## src/rtl/uart_mem_bridge_pkg.sv

```systemverilog
// -----------------------------------------------------------------------------
// uart_mem_bridge_pkg
// Shared constants and types for the UART-to-memory command bridge:
//   - wire-protocol opcodes and response codes
//   - field lengths of the command header
//   - the bridge FSM state type
// -----------------------------------------------------------------------------
package uart_mem_bridge_pkg;

    // Command opcodes (first byte of every command)
    localparam logic [7:0] OP_WRITE = 8'h01;
    localparam logic [7:0] OP_READ  = 8'h02;
    localparam logic [7:0] OP_RUN   = 8'h03;
    localparam logic [7:0] OP_HALT  = 8'h04;

    // Response codes sent back to the host
    localparam logic [7:0] RSP_ACK   = 8'hA5;
    localparam logic [7:0] RSP_NAK   = 8'hEE;
    localparam logic [7:0] RSP_BUSY  = 8'hEB;
    localparam logic [7:0] RSP_FAULT = 8'hFF;

    // Header field sizes on the wire (little-endian)
    localparam int ADDR_BYTES = 4;
    localparam int LEN_BYTES  = 2;

    // ST_WSTROBE is the single cycle in which the registered write is
    // presented to the RAM; ST_RESP holds any response byte until taken.
    typedef enum logic [3:0] {
        ST_IDLE,
        ST_ADDR,
        ST_LEN,
        ST_WDATA,
        ST_WSTROBE,
        ST_RD_REQ,
        ST_RD_WAIT,
        ST_RD_SEND,
        ST_RESP
    } bridge_state_t;

endpackage

```

## src/rtl/uart_mem_bridge_if.sv

```systemverilog
// -----------------------------------------------------------------------------
// uart_mem_bridge_if
// Bundles every non-clock/reset signal of the bridge.
//   master : the bridge side (drives rx ready, tx byte, RAM port, CPU reset)
//   slave  : the board side (UART rx/tx, RAM, CPU fault)
// Signals:
//   uart_rx_data_i / _vld_i / _rdy_o : received byte handshake
//   uart_tx_data_o / _vld_o / _rdy_i : transmit byte handshake
//   cpu_fault_i, cpu_rst_n_o         : CPU fault level / active-low CPU reset
//   ram_rw_sel_o, ram_rw_addr_o, ram_wr_data_o, ram_wr_byte_en_o,
//   ram_rd_data_i                    : shared RAM port
//   busy_o                           : bridge is not idle
// -----------------------------------------------------------------------------
interface uart_mem_bridge_if #(
    parameter int XLEN   = 32,
    parameter int ADDR_W = 16
);
    localparam int NB = XLEN / 8;

    logic [7:0]        uart_rx_data_i;
    logic              uart_rx_data_vld_i;
    logic              uart_rx_data_rdy_o;
    logic [7:0]        uart_tx_data_o;
    logic              uart_tx_data_vld_o;
    logic              uart_tx_data_rdy_i;
    logic              cpu_fault_i;
    logic              cpu_rst_n_o;
    logic              ram_rw_sel_o;
    logic [ADDR_W-1:0] ram_rw_addr_o;
    logic [XLEN-1:0]   ram_wr_data_o;
    logic [NB-1:0]     ram_wr_byte_en_o;
    logic [XLEN-1:0]   ram_rd_data_i;
    logic              busy_o;

    modport master (
        input  uart_rx_data_i, uart_rx_data_vld_i,
        output uart_rx_data_rdy_o,
        output uart_tx_data_o, uart_tx_data_vld_o,
        input  uart_tx_data_rdy_i,
        input  cpu_fault_i,
        output cpu_rst_n_o,
        output ram_rw_sel_o, ram_rw_addr_o, ram_wr_data_o, ram_wr_byte_en_o,
        input  ram_rd_data_i,
        output busy_o
    );

    modport slave (
        output uart_rx_data_i, uart_rx_data_vld_i,
        input  uart_rx_data_rdy_o,
        input  uart_tx_data_o, uart_tx_data_vld_o,
        output uart_tx_data_rdy_i,
        output cpu_fault_i,
        input  cpu_rst_n_o,
        input  ram_rw_sel_o, ram_rw_addr_o, ram_wr_data_o, ram_wr_byte_en_o,
        output ram_rd_data_i,
        input  busy_o
    );

endinterface

```

## src/rtl/bridge_wdt.sv

```systemverilog
// -----------------------------------------------------------------------------
// bridge_wdt
// Inter-byte timeout counter.
//   clk_i, rst_i : clock, asynchronous active-high reset
//   clr          : restart the count (byte consumed, or bridge idle)
//   en           : count this cycle
//   expired      : count has reached TIMEOUT_CYC; held until clr
// -----------------------------------------------------------------------------
module bridge_wdt #(
    parameter int TIMEOUT_CYC = 1200000
) (
    input  logic clk_i,
    input  logic rst_i,
    input  logic clr,
    input  logic en,
    output logic expired
);
    localparam int                CNT_W = $clog2(TIMEOUT_CYC + 1);
    localparam logic [CNT_W-1:0]  LIMIT = CNT_W'(TIMEOUT_CYC);

    logic [CNT_W-1:0] cnt_q;

    // Saturates at LIMIT so expired stays up until the bridge clears it.
    always_ff @(posedge clk_i or posedge rst_i) begin
        if (rst_i) begin
            cnt_q <= '0;
        end else if (clr) begin
            cnt_q <= '0;
        end else if (en && !expired) begin
            cnt_q <= cnt_q + CNT_W'(1);
        end
    end

    assign expired = (cnt_q == LIMIT);

endmodule

```

## src/rtl/uart_mem_bridge.sv

```systemverilog
// -----------------------------------------------------------------------------
// uart_mem_bridge
// Command-driven bridge between the UART byte handshakes and the shared RAM
// port; also owns the CPU run/halt reset and reports CPU faults.
//   clk_i : system clock
//   rst_i : asynchronous active-high reset
//   bus   : uart_mem_bridge_if.master (UART rx/tx, RAM port, CPU control)
// Parameters:
//   XLEN        : RAM word width (multiple of 8, at least 16)
//   ADDR_W      : byte address width (at most 32)
//   TIMEOUT_CYC : idle cycles allowed between bytes of one command
// -----------------------------------------------------------------------------
module uart_mem_bridge
    import uart_mem_bridge_pkg::*;
#(
    parameter int XLEN        = 32,
    parameter int ADDR_W      = 16,
    parameter int TIMEOUT_CYC = 1200000
) (
    input  logic               clk_i,
    input  logic               rst_i,
    uart_mem_bridge_if.master  bus
);
    localparam int NB = XLEN / 8;
    localparam int LB = $clog2(NB);

    bridge_state_t      state_q, state_d;

    logic               cpu_run_q, run_d;
    logic               fault_q, fault_now;
    logic [ADDR_W-1:0]  addr_q, addr_field;
    logic [15:0]        len_q, len_field;
    logic [1:0]         field_cnt_q;
    logic               op_write_q;
    logic [7:0]         wdata_q, tx_q, rsp_d, rd_byte;
    logic               rsp_load;
    logic               rx_rdy, rx_fire, tx_vld, tx_fire;
    logic               wdt_clr, wdt_en, wdt_expired;
    logic [LB-1:0]      lane;
    logic [NB-1:0]      wr_be;

    assign rx_fire   = rx_rdy & bus.uart_rx_data_vld_i;
    assign tx_fire   = tx_vld & bus.uart_tx_data_rdy_i;
    assign fault_now = cpu_run_q & (fault_q | bus.cpu_fault_i);
    assign lane      = addr_q[LB-1:0];
    assign rd_byte   = bus.ram_rd_data_i[{lane, 3'b000} +: 8];
    assign len_field = {bus.uart_rx_data_i, len_q[15:8]};

    // Drop the incoming address byte into its little-endian position;
    // wire bits beyond ADDR_W are simply ignored.
    always_comb begin
        addr_field = addr_q;
        for (int i = 0; i < ADDR_W; i++) begin
            if (i < 8 * ADDR_BYTES && field_cnt_q == 2'(i / 8)) begin
                addr_field[i] = bus.uart_rx_data_i[i % 8];
            end
        end
    end

    bridge_wdt #(
        .TIMEOUT_CYC (TIMEOUT_CYC)
    ) u_wdt (
        .clk_i   (clk_i),
        .rst_i   (rst_i),
        .clr     (wdt_clr),
        .en      (wdt_en),
        .expired (wdt_expired)
    );

    // FSM state register
    always_ff @(posedge clk_i or posedge rst_i) begin
        if (rst_i) begin
            state_q <= ST_IDLE;
        end else begin
            state_q <= state_d;
        end
    end

    // Next state, plus the response byte and CPU run level decided on the
    // same transitions.
    always_comb begin
        state_d  = state_q;
        run_d    = cpu_run_q;
        rsp_load = 1'b0;
        rsp_d    = RSP_ACK;
        case (state_q)
            ST_IDLE: begin
                if (fault_now) begin
                    run_d    = 1'b0;
                    rsp_load = 1'b1;
                    rsp_d    = RSP_FAULT;
                    state_d  = ST_RESP;
                end else if (rx_fire) begin
                    rsp_load = 1'b1;
                    state_d  = ST_RESP;
                    case (bus.uart_rx_data_i)
                        OP_WRITE, OP_READ: begin
                            if (cpu_run_q) begin
                                rsp_d = RSP_BUSY;
                            end else begin
                                rsp_load = 1'b0;
                                state_d  = ST_ADDR;
                            end
                        end
                        OP_RUN:  run_d = 1'b1;
                        OP_HALT: run_d = 1'b0;
                        default: rsp_d = RSP_NAK;
                    endcase
                end
            end
            ST_ADDR: begin
                if (wdt_expired) begin
                    rsp_load = 1'b1;
                    rsp_d    = RSP_NAK;
                    state_d  = ST_RESP;
                end else if (rx_fire && field_cnt_q == 2'(ADDR_BYTES - 1)) begin
                    state_d = ST_LEN;
                end
            end
            ST_LEN: begin
                if (wdt_expired) begin
                    rsp_load = 1'b1;
                    rsp_d    = RSP_NAK;
                    state_d  = ST_RESP;
                end else if (rx_fire && field_cnt_q == 2'(LEN_BYTES - 1)) begin
                    if (len_field == 16'd0) begin
                        rsp_load = 1'b1;
                        state_d  = ST_RESP;
                    end else begin
                        state_d = op_write_q ? ST_WDATA : ST_RD_REQ;
                    end
                end
            end
            ST_WDATA: begin
                if (wdt_expired) begin
                    rsp_load = 1'b1;
                    rsp_d    = RSP_NAK;
                    state_d  = ST_RESP;
                end else if (rx_fire) begin
                    state_d = ST_WSTROBE;
                end
            end
            ST_WSTROBE: begin
                if (len_q == 16'd1) begin
                    rsp_load = 1'b1;
                    state_d  = ST_RESP;
                end else begin
                    state_d = ST_WDATA;
                end
            end
            ST_RD_REQ:  state_d = ST_RD_WAIT;
            ST_RD_WAIT: state_d = ST_RD_SEND;
            ST_RD_SEND: begin
                if (tx_fire) begin
                    if (len_q == 16'd1) begin
                        rsp_load = 1'b1;
                        state_d  = ST_RESP;
                    end else begin
                        state_d = ST_RD_REQ;
                    end
                end
            end
            ST_RESP: begin
                if (tx_fire) begin
                    state_d = ST_IDLE;
                end
            end
            default: state_d = ST_IDLE;
        endcase
    end

    // Handshake, write strobe and watchdog controls. Rx ready is withheld
    // while a fault report is about to go out, once the timeout has fired,
    // and while reset is held so every output reads 0 in reset.
    always_comb begin
        rx_rdy = 1'b0;
        tx_vld = 1'b0;
        wdt_en = 1'b0;
        wr_be  = '0;
        case (state_q)
            ST_IDLE: rx_rdy = ~fault_now;
            ST_ADDR, ST_LEN, ST_WDATA: begin
                rx_rdy = ~wdt_expired;
                wdt_en = 1'b1;
            end
            ST_WSTROBE: wr_be = NB'(1) << lane;
            ST_RD_SEND, ST_RESP: tx_vld = 1'b1;
            default: ;
        endcase
        if (rst_i) begin
            rx_rdy = 1'b0;
        end
    end

    assign wdt_clr = (state_q == ST_IDLE) | rx_fire;

    // Datapath: header fields, RAM address/data, tx byte, CPU run level.
    // The fault level is only remembered while the CPU is running, so a
    // halted CPU never produces a stale report.
    always_ff @(posedge clk_i or posedge rst_i) begin
        if (rst_i) begin
            cpu_run_q   <= 1'b0;
            fault_q     <= 1'b0;
            addr_q      <= '0;
            len_q       <= '0;
            field_cnt_q <= '0;
            op_write_q  <= 1'b0;
            wdata_q     <= '0;
            tx_q        <= '0;
        end else begin
            cpu_run_q <= run_d;
            fault_q   <= cpu_run_q & (fault_q | bus.cpu_fault_i);
            if (rsp_load) begin
                tx_q <= rsp_d;
            end
            case (state_q)
                ST_IDLE: begin
                    field_cnt_q <= '0;
                    if (rx_fire) begin
                        op_write_q <= (bus.uart_rx_data_i == OP_WRITE);
                    end
                end
                ST_ADDR: begin
                    if (rx_fire) begin
                        addr_q      <= addr_field;
                        field_cnt_q <= field_cnt_q + 2'd1;
                    end
                end
                ST_LEN: begin
                    if (rx_fire) begin
                        len_q       <= len_field;
                        field_cnt_q <= field_cnt_q + 2'd1;
                    end
                end
                ST_WDATA: begin
                    if (rx_fire) begin
                        wdata_q <= bus.uart_rx_data_i;
                    end
                end
                ST_WSTROBE: begin
                    addr_q <= addr_q + ADDR_W'(1);
                    len_q  <= len_q - 16'd1;
                end
                ST_RD_WAIT: tx_q <= rd_byte;
                ST_RD_SEND: begin
                    if (tx_fire) begin
                        addr_q <= addr_q + ADDR_W'(1);
                        len_q  <= len_q - 16'd1;
                    end
                end
                default: ;
            endcase
        end
    end

    assign bus.uart_rx_data_rdy_o = rx_rdy;
    assign bus.uart_tx_data_o     = tx_q;
    assign bus.uart_tx_data_vld_o = tx_vld;
    assign bus.cpu_rst_n_o        = cpu_run_q;
    assign bus.ram_rw_sel_o       = ~cpu_run_q;
    assign bus.ram_rw_addr_o      = addr_q;
    assign bus.ram_wr_data_o      = {NB{wdata_q}};
    assign bus.ram_wr_byte_en_o   = wr_be;
    assign bus.busy_o             = (state_q != ST_IDLE);

endmodule

```

## src/flat_wrapper.sv

```systemverilog
// flat-port wrapper written by rule: the top's interface ports become plain ports
module uart_mem_bridge_flat import uart_mem_bridge_pkg::*;
#(
    parameter int XLEN        = 32,
    parameter int ADDR_W      = 16,
    parameter int TIMEOUT_CYC = 1200000
)
  (clk_i, rst_i, bus_uart_rx_data_i, bus_uart_rx_data_vld_i, bus_uart_rx_data_rdy_o, bus_uart_tx_data_o, bus_uart_tx_data_vld_o, bus_uart_tx_data_rdy_i, bus_cpu_fault_i, bus_cpu_rst_n_o, bus_ram_rw_sel_o, bus_ram_rw_addr_o, bus_ram_wr_data_o, bus_ram_wr_byte_en_o, bus_ram_rd_data_i, bus_busy_o);
  uart_mem_bridge_if #(.XLEN(XLEN), .ADDR_W(ADDR_W)) bus_i ();
  input  logic clk_i;
  input  logic rst_i;
  input wire logic [$bits(bus_i.uart_rx_data_i)-1:0] bus_uart_rx_data_i;
  input wire logic [$bits(bus_i.uart_rx_data_vld_i)-1:0] bus_uart_rx_data_vld_i;
  output wire logic [$bits(bus_i.uart_rx_data_rdy_o)-1:0] bus_uart_rx_data_rdy_o;
  output wire logic [$bits(bus_i.uart_tx_data_o)-1:0] bus_uart_tx_data_o;
  output wire logic [$bits(bus_i.uart_tx_data_vld_o)-1:0] bus_uart_tx_data_vld_o;
  input wire logic [$bits(bus_i.uart_tx_data_rdy_i)-1:0] bus_uart_tx_data_rdy_i;
  input wire logic [$bits(bus_i.cpu_fault_i)-1:0] bus_cpu_fault_i;
  output wire logic [$bits(bus_i.cpu_rst_n_o)-1:0] bus_cpu_rst_n_o;
  output wire logic [$bits(bus_i.ram_rw_sel_o)-1:0] bus_ram_rw_sel_o;
  output wire logic [$bits(bus_i.ram_rw_addr_o)-1:0] bus_ram_rw_addr_o;
  output wire logic [$bits(bus_i.ram_wr_data_o)-1:0] bus_ram_wr_data_o;
  output wire logic [$bits(bus_i.ram_wr_byte_en_o)-1:0] bus_ram_wr_byte_en_o;
  input wire logic [$bits(bus_i.ram_rd_data_i)-1:0] bus_ram_rd_data_i;
  output wire logic [$bits(bus_i.busy_o)-1:0] bus_busy_o;
  assign bus_i.uart_rx_data_i = bus_uart_rx_data_i;
  assign bus_i.uart_rx_data_vld_i = bus_uart_rx_data_vld_i;
  assign bus_uart_rx_data_rdy_o = bus_i.uart_rx_data_rdy_o;
  assign bus_uart_tx_data_o = bus_i.uart_tx_data_o;
  assign bus_uart_tx_data_vld_o = bus_i.uart_tx_data_vld_o;
  assign bus_i.uart_tx_data_rdy_i = bus_uart_tx_data_rdy_i;
  assign bus_i.cpu_fault_i = bus_cpu_fault_i;
  assign bus_cpu_rst_n_o = bus_i.cpu_rst_n_o;
  assign bus_ram_rw_sel_o = bus_i.ram_rw_sel_o;
  assign bus_ram_rw_addr_o = bus_i.ram_rw_addr_o;
  assign bus_ram_wr_data_o = bus_i.ram_wr_data_o;
  assign bus_ram_wr_byte_en_o = bus_i.ram_wr_byte_en_o;
  assign bus_i.ram_rd_data_i = bus_ram_rd_data_i;
  assign bus_busy_o = bus_i.busy_o;
  uart_mem_bridge #(.XLEN(XLEN), .ADDR_W(ADDR_W), .TIMEOUT_CYC(TIMEOUT_CYC)) u_core (.clk_i(clk_i), .rst_i(rst_i), .bus(bus_i));
endmodule
```

## config.mk

```make
export PLATFORM = sky130hd
export DESIGN_NAME = uart_mem_bridge_flat
export DESIGN_NICKNAME = d
export VERILOG_FILES = /design/src/rtl/uart_mem_bridge_pkg.sv /design/src/rtl/uart_mem_bridge_if.sv /design/src/rtl/bridge_wdt.sv /design/src/rtl/uart_mem_bridge.sv /design/src/flat_wrapper.sv
export SDC_FILE = /design/constraint.sdc
export NUM_CORES = 1
export LEC_CHECK = 0
export CORE_MARGIN = 10
export CORE_UTILIZATION = 55
export DETAILED_ROUTE_END_ITERATION = 10
export GPL_ROUTABILITY_DRIVEN = 0
export GPL_TIMING_DRIVEN = 0
export PLACE_DENSITY = 0.86
export SLEW_MARGIN = 15
export SYNTH_ARGS = -nofsm -noshare
export SYNTH_HDL_FRONTEND = slang
export SYNTH_SLANG_ARGS = --single-unit
```

## constraint.sdc

```tcl
create_clock -name clk_i -period 4.5 [get_ports clk_i]
set_input_delay 0.9 -clock clk_i [delete_from_list [all_inputs] [get_ports clk_i]]
set_output_delay 0.9 -clock clk_i [all_outputs]
set_load 0.02 [all_outputs]
```

# ---- Yosys cells after proc, flatten, opt, wreduce, memory -nomap -nowiden
# Cells that the tools add are included.
dict set report op_classes {
  div 0
  shifts 2
  eq_ne 27
  n_mux 70
  multipliers 0
  bitwise_logic 8
  n_addsub 4
  order_cmp 0
  n_reduce_logical 29
}
# cell n
set ops {}
lappend ops {{case mux 16 bit (3 select lines)} 2}
lappend ops {{two-way mux 16 bit} 4}
lappend ops {{two-way mux 4 bit} 16}
lappend ops {{two-way mux 21 bit} 2}
lappend ops {{case mux 4 bit (9 select lines)} 1}
lappend ops {{two-way mux 8 bit} 4}
lappend ops {{case mux 8 bit (2 select lines)} 2}
lappend ops {{variable part select 32 x 6 -> 8 bit} 1}
lappend ops {{two-way mux 1 bit} 31}
lappend ops {{adder 21 x 1 -> 21 bit, second input constant} 1}
lappend ops {{== test 21 bit, second input constant} 1}
lappend ops {{adder 16 x 1 -> 16 bit, second input constant} 1}
lappend ops {{== test 16 x 1 -> 1 bit, second input constant} 1}
lappend ops {{== test 4 x 3 -> 1 bit, second input constant} 4}
lappend ops {{== test 8 x 2 -> 1 bit, second input constant} 2}
lappend ops {{logical NOT 16 bit} 1}
lappend ops {{subtractor 16 x 1 -> 16 bit, second input constant} 1}
lappend ops {{two-way mux 7 bit} 2}
lappend ops {{inequality test 2 x 1 -> 1 bit, second input constant} 7}
lappend ops {{OR reduction 2 bit} 5}
lappend ops {{inequality test 3 x 2 -> 1 bit, second input constant} 3}
lappend ops {{nonzero test 3 bit} 3}
lappend ops {{== test 4 x 2 -> 1 bit, second input constant} 2}
lappend ops {{== test 8 x 1 -> 1 bit, second input constant} 1}
lappend ops {{other kinds (27)} 42}
dict set report totals {
  register_bits 78
  mem_bits_ro 0
  ramBits 0
  n_memories 0
  latch_bits 0
}

# ---- Longest topological paths before layout
# Gate-level depths: netlist of run 1.
dict set report logic_depth {
  word_depth 12
  ltp_mapped 10
  depth_no_buf 8
}

# ---- Modules after synthesis
# From an unflattened synthesis of run 1, not the netlist that was laid out.
dict set report unflattened {
  cells_unflattened 589
  hier_area_um2 5325.1
}
# module instances cells_each area_per_inst_um2
set modules_own_cells {}
lappend modules_own_cells {uart_mem_bridge 1 468 4164.0}
lappend modules_own_cells {bridge_wdt 1 121 1161.1}

# ---- Least setup slack after synthesis of run 1
# No wires, ideal clock.
dict set report synth_timing {
  path_type {input to register}
  start {input port rst_i}
  end {register u_core.wdata_q[0]}
  t_arrival_ns 4.037
  required_time_ns 4.375
  setup_slack_ns 0.338
  path_stages 5
  setup_time_ns 0.125
  path_buffers 0
  cell_sequence {inv_1 > nand2_1 > nor3_2 > nand3_1 > mux2_2}
}
dict set report synth_via {
  elab_chain_len 3
}
# item line_no
set synth_rtl {}
lappend synth_rtl {{start, declared} flat_wrapper.sv:11} ;# input logic rst_i;
lappend synth_rtl {{two-way mux 1 bit} uart_mem_bridge.sv:190} ;# if (rst_i) begin
lappend synth_rtl {{bitwise AND 1 bit} uart_mem_bridge.sv:42} ;# assign rx_fire = rx_rdy & bus.uart_rx_data_vld_i;
lappend synth_rtl {{AND reduction 2 bit (no line)} -}
lappend synth_rtl {{end signal, assigned} uart_mem_bridge.sv:237} ;# wdata_q <= bus.uart_rx_data_i;
lappend synth_rtl {{end, declared} uart_mem_bridge.sv:35} ;# logic [7:0] wdata_q, tx_q, rsp_d, rd_byte;
# No other way between the ends.
# A chain may end at the register's enable or synchronous reset.

# ---- Final worst setup path of run 1
dict set report layout_timing {
  start {input port bus_cpu_fault_i}
  end {output port bus_uart_rx_data_rdy_o}
}
dict set report layout_via {
  elab_chain_len 5
}
# item line_no
set layout_rtl {}
lappend layout_rtl {{start, declared} flat_wrapper.sv:18} ;# input wire logic [$bits(bus_i.cpu_fault_i)-1:0] bus_cpu_fault_i;
lappend layout_rtl {{OR 1 bit} uart_mem_bridge.sv:44} ;# assign fault_now = cpu_run_q & (fault_q | bus.cpu_fault_i);
lappend layout_rtl {{bitwise AND 1 bit} uart_mem_bridge.sv:44}
lappend layout_rtl {{inverter 1 bit} uart_mem_bridge.sv:181} ;# ST_IDLE: rx_rdy = ~fault_now;
lappend layout_rtl {{case mux 1 bit (2 select lines)} uart_mem_bridge.sv:180} ;# case (state_q)
lappend layout_rtl {{two-way mux 1 bit} uart_mem_bridge.sv:190}
lappend layout_rtl {{end, declared} flat_wrapper.sv:14} ;# output wire logic [$bits(bus_i.uart_rx_data_rdy_o)-1:0] bus_uart_rx_data_rdy_o;
# No other way between the ends.

==> out/qor.txt, run 1 <==
Post-synth EDFFs: 0
slew at the pin closest to its max-slew limit: 0.9875 ns
drt pass-1 iters: 5
Primary FF master, synth: dfrtp_1
Nets: 762
post-synthesis cell count: 588
routed wire length per instance: 19.83 um
CP Launch Type: input pin
post-route cell area: 6589 um^2
fin. max-slew vios: 0
Fillers: 706
die area: 13,660 um^2
RSZ-0062 raised after global routing: no
setup bufs post-CTS: 0
Post-Route WL: 16,260 um
Synth area leaders: dfrtp_1 (38%), a21oi_1 (5.0%), nor2_1 (4.1%), nand2_1 (3.8%), buf_4 (3.6%)
CP peak stage delay: 0.65 ns
area delta synth->final: 27.63%
CP top delay family: buffers and inverters
TritonCTS Buffers: 9
I/O pin total: 110
final setup violation count: 0
Placement Setup Slack: 0.6112 ns
Max VDD drop: 0.3551 mV
synth warn: 0
Critical Path AT: 3.08 ns
Die W: 116.9 um
CP endpoint: bus_uart_rx_data_rdy_o
cts hold-fix bufs: 0
Cell variety after synth: 66
post_cts resized: 0
Residual DRC: 0
antenna violations before repair: 0
ANT cells: 0
vias in the first global route: 5,282
R2R depth: 8
initial drt markers: 485
Routed Antenna Nets: 0
CP Capture Type: primary output
crit path from: bus_cpu_fault_i
reg2reg start: u_core.state_q[0]
Skew-Pair Late Insertion Delay: 0.35 ns
Critical Path, Cell by Cell: clkdlybuf4s50_1 -> o21ai_0 -> nor2_1 -> nor3_1 -> clkdlybuf4s50_1
final period utilization: 88.40%
worst r2r dst: u_core.bus.ram_rw_addr_o[12]
ys async rst share: 100.0%
CP Class: input pin to primary output
core area: 9196 um^2
register area share after synthesis: 37.81%
status: complete, no violations
slew margin rel.: 33.56%
Synthesized Nets: 644
DP Area: 6392 um^2
row count: 35
Mapped Avg Cell Area: 8.780 um^2
largest net degree at the start of global routing: 50
Buf/Inv on CP: 2
final hold vios: 0
synth cell count leaders: dfrtp_1 (78), nor2_1 (57), a21oi_1 (52), nand2_1 (52), o21ai_0 (36)
CP Max Fanout: 5
deepest clock path buffer count: 2
stages on the worst setup path: 5
Hold WC Path Type: register to register
most common cell in the netlist: dfrtp_1
first-pass GRT wire length: 26,120 um
clock-pin slew on the worst setup and hold paths: 0.08 ns
area occupied by multi-input gates: 2806 um^2
P_leak: 2.650 nW
total power: 2.991 mW
die height: 116.9 um
Crit path top cell by count: clkdlybuf4s50_1
initial core utilization: 56.14%
Worst R2R Setup Slack: 1.58 ns
FF+latch area: 1952 um^2
CTS tree: done
Max Cap Violations: 0
post-synth top area share: 37.81%
Port Buf Inserts: 106
via count: 5,206
Max Clock Freq: 251.4 MHz
post-DP HPWL: 12,400 um
total grt overflow: 0
clock sink count: 78
Post-Syn Area: 5162 um^2
flops & latches, synth: 78
leading area contributor after synthesis: dfrtp_1
Worst EP required: 3.60 ns
Vias/cell: 6.349
Crit-path slowest cell: clkdlybuf4s50_1
Final Util: 71.65%
fin crit period: 3.978 ns
Hold Startpoint: u_core.bus.uart_tx_data_o[0]
root buf cell: clkbuf_8
global-route usage over all layers: 23.76%
fin worst setup slack: 0.5218 ns
pwr/cell area: 453.9 nW/um^2
share of layout cells above drive strength 1: 11.99%
Clock Skew: 0.008185 ns
# H-tree levels: 3
-- sequential cells by signal, indices dropped and copies added (netlist names) --
register                   flops
u_core.u_wdt.cnt_q            21
u_core.wdata_q                 8
u_core.field_cnt_q             2
u_core.state_q                 4
u_core.bus.uart_tx_data_o      8
u_core.op_write_q              1
u_core.fault_q                 1
u_core.len_q                  16
u_core.bus.ram_rw_addr_o      16
u_core.bus.cpu_rst_n_o         1
-- layer usage --
layer  part of all wire (%)  GRT usage [%]  vias to the layer above
met1                     36          26.73                     2478
met3                    8.9          6.320                       68
met4                    3.2          10.63                        0
met2                     52          41.28                      297
met5                      0              0                        -
li1                       -              -                     2363
-- cell usage in the layout (no fill, tap or decap), types with 12 or more instances in the layout --
master,instances
buf_4,25
nand3_1,23
clkbuf_1,19
nor2_1,57
a21oi_1,52
nand2_1,52
nor3_1,15
and3_1,12
inv_1,23
dfrtp_1,78
o21ai_0,36
clkdlybuf4s50_1,106
-- worst min-delay path by stage --
stage	endpoint	slack [ns]	cells after the start
detailed placement	u_core.bus.uart_tx_data_o[0]	0.49	1
finish	u_core.bus.uart_tx_data_o[0]	0.51	1
CTS	u_core.bus.uart_tx_data_o[0]	0.51	1
global placement	u_core.bus.uart_tx_data_o[0]	0.47	1
global route	u_core.bus.uart_tx_data_o[0]	0.54	1
floorplan	u_core.op_write_q	0.47	2
-- metrics by stage --
stage	cells	setup TNS [ns]	hold WS, ns
after floorplan	588	0	0.4720
after global placement	805	-55.69	0.4747
final	820	0	0.5118
after detailed placement	806	0	0.4905
after global routing	820	0	0.5440
after CTS	820	0	0.5075
-- cells by family after synthesis --
group	Yosys count	share of synthesized area, %
AO/OA/AOI/OAI	156	19.10
AND/OR/NAND/NOR	225	22.95
flip-flops	78	37.81
XOR/XNOR	18	3.199
buffers and inverters	78	7.828
multiplexers	21	6.253
adder cells (fa/ha/maj)	12	2.860
-- where the power goes --
part           internal [mW]  switching [mW]
sequential             0.885           0.229
combinational          0.593           0.744
clock                  0.281           0.259
total                   1.76            1.23
-- cell type report --
type | count | share of cell area, %
clock buffers | 11 | 2.298
clock inverters | 3 | 0.6836
flip-flops and latches | 78 | 29.62
repair buffers | 107 | 16.52
multi-input cells | 432 | 42.59
plain buffers | 54 | 4.766
inverters | 24 | 1.405
well taps | 111 | 2.108
No activity file was read; power rests on OpenSTA's default activity.
==> run 2, diff against run 1 <==
--- a/config.mk
+++ b/config.mk
@@ -11,6 +11,7 @@
 export GPL_ROUTABILITY_DRIVEN = 0
 export GPL_TIMING_DRIVEN = 0
 export PLACE_DENSITY = 0.86
+export RECOVER_POWER = 100
 export SLEW_MARGIN = 15
 export SYNTH_ARGS = -nofsm -noshare
 export SYNTH_HDL_FRONTEND = slang
==> run 2 against run 1 <==
Compared with the run above: the run now ends with capacitance limit, slew limit left; setup slack worse by 0.15 ns; largest cell class unchanged; routed wire length is 0.18% lower; global-route usage stayed put; cell count stayed put; maximum frequency is 3.7% lower; largest power group unchanged.
==> out/qor.txt, run 2 (synthesis gave the netlist of run 1 again) <==
slew at the pin closest to its max-slew limit: 2.303 ns
routed wire length per instance: 19.79 um
Nets: 762
core area: 9196 um^2
area delta synth->final: 26.90%
drt pass-1 iters: 6
final hold vios: 0
Largest register FFs: 21
CP Launch Type: input pin
final setup violation count: 0
Placement Setup Slack: 0.6112 ns
share of layout cells above drive strength 1: 11.00%
Hold WS: 0.5039 ns
initial drt markers: 516
pwr/cell area: 447.9 nW/um^2
row count: 35
global-route usage over all layers: 23.76%
Vias/cell: 6.312
clock-pin slew on the worst setup and hold paths: 0.08 ns
Critical Path AT: 3.23 ns
Max VDD drop: 0.3278 mV
fin. max-slew vios: 50
slew margin rel.: -53.55%
first-pass GRT wire length: 26,120 um
die height: 116.9 um
CP Capture Type: primary output
Port Buf Inserts: 106
largest net degree at the start of global routing: 50
Die W: 116.9 um
status: finished, violations left
initial core utilization: 56.14%
Layout Cells excl Fill: 820
vias in the first global route: 5,282
ANT cells: 0
via count: 5,176
P_leak: 2.761 nW
Cells after DPL: 806
violated checks: capacitance limit, slew limit
Max Clock Freq: 242.1 MHz
CP Max Fanout: 5
total power: 2.934 mW
final period utilization: 91.80%
TritonCTS Buffers: 9
Clock Skew: 0.008214 ns
deepest clock path buffer count: 2
CP Class: input pin to primary output
most common cell after layout, fill and taps aside: dfrtp_1
clock sink count: 78
Fillers: 714
post-route cell area: 6551 um^2
fin worst setup slack: 0.3688 ns
DP Area: 6392 um^2
cts hold-fix bufs: 0
commonest cells after routing, fill and taps aside: dfrtp_1 (78), dlygate4sd3_1 (67), nor2_1 (57)
root buf cell: clkbuf_8
antenna violations before repair: 0
Skew-Pair Late Insertion Delay: 0.36 ns
die area: 13,660 um^2
post_cts resized: 0
Residual DRC: 0
post-DP HPWL: 12,400 um
# H-tree levels: 3
Post-Route WL: 16,230 um
setup bufs post-CTS: 0
fin crit period: 4.131 ns
Routed Antenna Nets: 0
Worst EP required: 3.60 ns
Reg with most FFs: u_core.u_wdt.cnt_q
I/O pin total: 110
Max Cap Violations: 1
total grt overflow: 0
CTS tree: done
Hold WC Path Type: register to register
RSZ-0062 raised after global routing: no
run 2: per-layer routing:
layer | GRT usage [%] | share of wire [%]
met5 | 0 | 0
met4 | 10.63 | 3.0
met3 | 6.320 | 8.8
met2 | 41.28 | 52
met1 | 26.73 | 36
run 2: critical path, cell delays in order:
cell and delay, ns:
dlygate4sd3_1 0.53, o21ai_0 0.61, nor2_1 0.21, nor3_1 0.27, dlygate4sd3_1 0.71
run 2: path summary, 6_finish.rpt:
path                                              start                      endpoint  slack [ns]  depth (start not counted)
setup / recovery                        bus_cpu_fault_i        bus_uart_rx_data_rdy_o        0.37                          5
hold / removal             u_core.bus.uart_tx_data_o[0]  u_core.bus.uart_tx_data_o[0]        0.50                          1
setup reg to reg                         u_core.fault_q               u_core.len_q[3]        1.17                          7
hold reg to reg            u_core.bus.uart_tx_data_o[0]  u_core.bus.uart_tx_data_o[0]        0.50                          1
max in group asynchronous                         rst_i  u_core.bus.ram_rw_addr_o[12]        0.73                          3
min in group asynchronous                         rst_i         u_core.u_wdt.cnt_q[2]        1.06                          2
run 2: per-stage QoR:
stage	TNS [ns]	util [%]
5_1_grt	0	71.24
6_report	0	71.24
3_5_place_dp	0	69.51
2_1_floorplan	0	-
4_1_cts	0	71.65
3_3_place_gp	-55.69	69.18
run 2: layout make-up:
cell class / count / area, um^2 / area share, %
Buffer: 54 / 306.5 / 4.679
Clock buffer: 11 / 151.4 / 2.311
Clock inverter: 3 / 45.04 / 0.6875
Inverter: 24 / 92.59 / 1.413
Multi-Input combinational cell: 432 / 2794 / 42.65
Sequential cell: 78 / 1952 / 29.79
Tap cell: 111 / 138.9 / 2.120
Timing Repair Buffer: 107 / 1071 / 16.35
run 2: report_power, final:
part	switching [mW]	total, mW	internal [mW]
clock	0.258	0.539	0.281
sequential	0.225	1.11	0.885
combinational	0.742	1.29	0.544
total	1.22	2.93	1.71
